File: config.mk
export PLATFORM = sky130hd
export DESIGN_NAME = sensor_stream_frontend
export DESIGN_NICKNAME = d
export VERILOG_FILES = /design/src/rtl/sensor_stream_frontend.sv
export SDC_FILE = /design/constraint.sdc
export NUM_CORES = 1
export LEC_CHECK = 0
export CORE_MARGIN = 3
export CORE_UTILIZATION = 55
export CTS_BUF_LIST = sky130_fd_sc_hd__clkbuf_16
export DETAILED_ROUTE_END_ITERATION = 8
export PLACE_DENSITY = 0.76
export SYNTH_ARGS = -nofsm -noshare
export SYNTH_HDL_FRONTEND = slang
export SYNTH_SLANG_ARGS = --single-unit
File: constraint.sdc
create_clock -name clk -period 4.6 [get_ports clk]
set_input_delay 0.46 -clock clk [delete_from_list [all_inputs] [get_ports clk]]
set_output_delay 0.46 -clock clk [all_outputs]
set_load 0.05 [all_outputs]
File: src/rtl/sensor_stream_frontend.sv
// Streaming sensor front end: drop-on-full sample FIFO, then a saturating offset and
// a hysteresis threshold decision presented on a valid/ready output register.
module sensor_stream_frontend #(
  parameter int                DATA_W = 16,
  parameter int                DEPTH  = 8,
  parameter int                CNT_W  = 8,
  parameter logic [DATA_W-1:0] OFFSET = 16'h0010,
  parameter logic [DATA_W-1:0] THR_HI = 16'h0088,
  parameter logic [DATA_W-1:0] THR_LO = 16'h0078
) (
  input  logic                     clk,
  input  logic                     rst,
  input  logic [DATA_W-1:0]        sensor_data,
  input  logic                     data_valid,
  input  logic                     out_ready,
  output logic                     out_valid,
  output logic [DATA_W-1:0]        processed_data,
  output logic                     decision,
  output logic [$clog2(DEPTH):0]   fifo_level,
  output logic                     fifo_full,
  output logic                     fifo_empty,
  output logic [CNT_W-1:0]         overflow_count
);

  localparam int AW = $clog2(DEPTH);
  localparam int LW = AW + 1;

  logic [DATA_W-1:0] mem_q [DEPTH];
  logic [AW-1:0]     head_q, tail_q;
  logic [LW-1:0]     level_q, level_d;
  logic              full_q, empty_q;
  logic              out_valid_q;
  logic [DATA_W-1:0] data_q;
  logic              decision_q, decision_d;
  logic [CNT_W-1:0]  ovf_q, ovf_d;

  logic              pop, push, drop;
  logic [DATA_W:0]   sum;
  logic [DATA_W-1:0] sat_value;

  // Pop whenever the output register is empty or being drained; the sensor side
  // can still push into a full FIFO if a pop frees a slot in the same cycle.
  assign pop  = !empty_q && (!out_valid_q || out_ready);
  assign push = data_valid && (!full_q || pop);
  assign drop = data_valid && full_q && !pop;

  assign sum       = {1'b0, mem_q[head_q]} + {1'b0, OFFSET};
  assign sat_value = sum[DATA_W] ? {DATA_W{1'b1}} : sum[DATA_W-1:0];

  always_comb begin
    decision_d = decision_q;
    if (sat_value > THR_HI) begin
      decision_d = 1'b1;
    end else if (sat_value < THR_LO) begin
      decision_d = 1'b0;
    end
  end

  always_comb begin
    level_d = level_q;
    case ({push, pop})
      2'b10:   level_d = level_q + 1'b1;
      2'b01:   level_d = level_q - 1'b1;
      default: level_d = level_q;
    endcase
  end

  always_comb begin
    ovf_d = ovf_q;
    if (drop && (ovf_q != {CNT_W{1'b1}})) begin
      ovf_d = ovf_q + 1'b1;
    end
  end

  // Storage has no reset so it can map onto distributed RAM.
  always_ff @(posedge clk) begin
    if (push) begin
      mem_q[tail_q] <= sensor_data;
    end
  end

  always_ff @(posedge clk) begin
    if (rst) begin
      head_q      <= '0;
      tail_q      <= '0;
      level_q     <= '0;
      full_q      <= 1'b0;
      empty_q     <= 1'b1;
      out_valid_q <= 1'b0;
      data_q      <= '0;
      decision_q  <= 1'b0;
      ovf_q       <= '0;
    end else begin
      level_q <= level_d;
      full_q  <= (level_d == LW'(DEPTH));
      empty_q <= (level_d == '0);
      ovf_q   <= ovf_d;
      if (push) begin
        tail_q <= tail_q + 1'b1;
      end
      if (pop) begin
        head_q      <= head_q + 1'b1;
        out_valid_q <= 1'b1;
        data_q      <= sat_value;
        decision_q  <= decision_d;
      end else if (out_ready) begin
        out_valid_q <= 1'b0;
      end
    end
  end

  assign out_valid      = out_valid_q;
  assign processed_data = data_q;
  assign decision       = decision_q;
  assign fifo_level     = level_q;
  assign fifo_full      = full_q;
  assign fifo_empty     = empty_q;
  assign overflow_count = ovf_q;

endmodule

==> impl_metrics.toml <==
[status]
outcome = "completed"

[global_routing]
globalRouteTotalUtil = 0.198
grt_overflow = 0
grt_max_degree = 30
grt_pass1_vias = 3700
grt_pass1_wl_mm = 20.8
grt_antenna_before_repair = 0

[worst_hold_path]
hold_class = "reg2reg"
hold_end = "out_valid"
hold_path_depth = 1
hold_start = "fifo_empty"

[pwr]
max-vdd-ir-drop_mv = 0.329
p_int_mw = 3.22
p_total_mw = 4.75
powerDensity_nw_per_um2 = 582
power.share.combinational = 0.302
p_clk_frac = 0.299
seqPwrFrac = 0.400
p_leak_nw = 2.70
p_switching_mw = 1.53
netSwitchingFraction = 0.323

[synth]
ys_seq_elements = 169
syn_area_um2 = 6900
netlist_top_cells_count = "edfxtp_1 (128), dfxtp_1 (41), nor2_1 (33), mux4_2 (21), nand2_1 (20)"
ys_warn_count = 0
syn_area_per_cell_um2 = 16.6
syn_nets = 444
ys_async_sr_fraction = 0
yosysSeqAreaShare = 0.676
synthCells = 416
synth_edf_count = 128
synth_area_leaders = "edfxtp_1 (56%), dfxtp_1 (12%), mux4_2 (6.9%)"
synthFlopType = "edfxtp_1"
synth_cell_types = 53
synth_top_area_cell = "edfxtp_1"
synth.most_common_cell = "edfxtp_1"
yosys.area.top_type_share = 0.557

[placement]
gp_congestion = 0.857
pre_cts_slack_ns = 1.06
place_inst = 627
numPortBuffers = 51
placed_cell_area_um2 = 7560
hpwl_mm = 8.35

[cts]
post_cts_buffers = 0
cts_tree = "built"
clock_latency_ns = 0.42
cts_hold_buf = 0
post_cts_resize_count = 0
numCtsBuffers = 17
clk_pin_slew_worst_paths_ns = 0.06
cts.sinks = 169
ctsRootBufferMaster = "clkbuf_16"
cts_buffer_depth = 2
htreeDepth = 4

[drt]
vias_per_cell = 5.72
drt_pass1_iterations = 6
num_vias = 3771
routed_wl_mm = 12.9
route.antenna.remaining_nets = 0
drc = 0
routedWlPerCell_um = 19.6
drt_iter0_markers = 368

[sta]
fin_skew_ns = 0.00440
fin_crit_sh = 0.771
rsz0062_at_grt = "no"
drv_slew = 0
max_slew_margin = 0.296
final.min_clock_period_ns = 3.55
holdWs_ns = 0.448
fmax_mhz = 282
hold_viol = 0
fin_ws_ns = 1.05
tightestPinTransition_ns = 1.05
finalSetupViolations = 0
timing.setup.tns_ns = 0

[worst_setup_path]
crit_buf_inv = 1
r2r_end = "decision"
crit_family = "multiplexers"
startpoint_type = "flop"
crit_required_ns = 4.87
critPathKind = "reg2reg"
end_kind = "flop"
arrival_ns = 3.82
r2r_setup_slack_ns = 1.05
crit_path_max_incr_delay_ns = 0.58
ff2ff_path_depth = 9
cp_max_fo = 7
slowest_stage = "dfxtp_1"
worstPathCellList = "buf_4, mux4_1, mux2_2, ha_1, xnor2_1, or4b_1, a2111oi_0, and4bb_1, o31ai_2"

[finish]
syn_to_final_growth_pct = 18.3
final_cells = 659
design_area_um2 = 8160
antenna_cells = 0
drive_gt1_frac = 0.179
final_core_util = 0.674
nets = 506

[die]
core_um2 = 12100
die_area_um2 = 13900
ios = 52
fp.dieH_um = 118
initial_utilization = 0.569
rows = 40
die_w_um = 118

[job]
maxCapViolCount = 0
## worst reg2reg max path, cell delays in order (launching register included)
cell and delay, ns:
dfxtp_1 0.58, buf_4 0.28, mux4_1 0.56, mux2_2 0.34, ha_1 0.23, xnor2_1 0.17, or4b_1 0.52, a2111oi_0 0.40
and4bb_1 0.26, o31ai_2 0.06
## cells in the final DEF, fill, tap and decap left out, types with 4 or more instances in the layout
master | synthesis | layout
edfxtp_1 | 128 | 128
clkdlybuf4s50_1 | 0 | 51
dfxtp_1 | 41 | 41
nor2_1 | 33 | 33
mux4_2 | 21 | 21
nand2_1 | 20 | 20
clkbuf_16 | 0 | 17
mux2i_1 | 15 | 15
buf_4 | 1 | 14
o21ai_0 | 13 | 13
a21oi_1 | 12 | 12
xnor2_1 | 12 | 12
xor2_1 | 12 | 12
a31oi_1 | 10 | 10
mux4_1 | 9 | 9
ha_1 | 7 | 7
clkinvlp_4 | 0 | 6
mux2_2 | 5 | 5
nand3_1 | 5 | 5
nor3_2 | 0 | 4
nor3_1 | 8 | 4
## sequential cells by signal, indices dropped and copies added (netlist names), named ones only
signal	cells
decision	1
mem_q	128
tail_q	3
out_valid	1
overflow_count	8
fifo_empty	1
fifo_level	4
head_q	3
fifo_full	1
processed_data	16
## power by group through the flow
stage | registers, mW | clock network (mW) | logic (mW)
after global routing | 1.92 | 1.51 | 1.53
after CTS | 1.90 | 1.45 | 1.43
after floorplan | 2.19 | 0 | 0.823
final | 1.90 | 1.42 | 1.43
after global placement | 1.93 | 0 | 1.40
after detailed placement | 1.93 | 0 | 1.42
## worst max path at each step
stage / start / endpoint / depth (start not counted)
after floorplan: out_valid / mem_q[0][0] / 7
after global placement: out_ready / fifo_empty / 15
after detailed placement: flop / decision / 9
after CTS: flop / decision / 9
after global routing: flop / decision / 9
final: flop / decision / 9
## cells by family (layout without fill, tap and decap cells)
kind of cell             after synthesis  after routing  share of synthesized area
adder cells (fa/ha/maj)                8              8                     0.0156
buffers and inverters                 25            100                     0.0292
flip-flops                           169            169                      0.676
AO/OA/AOI/OAI                         44             44                     0.0406
multiplexers                          52             52                      0.137
XOR/XNOR                              24             24                     0.0305
AND/OR/NAND/NOR                       94             94                     0.0709
## area by class of cell
type | instances | area [um2]
inverters | 3 | 11.3
flip-flops and latches | 169 | 4660
multi-input cells | 222 | 2060
well taps | 168 | 210
fillers | 840 | 3950
clock buffers | 17 | 425
repair buffers | 65 | 616
clock inverters | 15 | 175
## metal layers
metal / share of wire / vias up / routed length [um] / global-route usage
met4: 0.017 / 0 / 221 / 0.0733
met5: 0 / - / 0 / 0
li1: - / 1736 / - / -
met2: 0.50 / 128 / 6500 / 0.319
met1: 0.42 / 1889 / 5440 / 0.260
met3: 0.056 / 18 / 725 / 0.0538
Note: power is estimated with default switching activity, not from simulation.
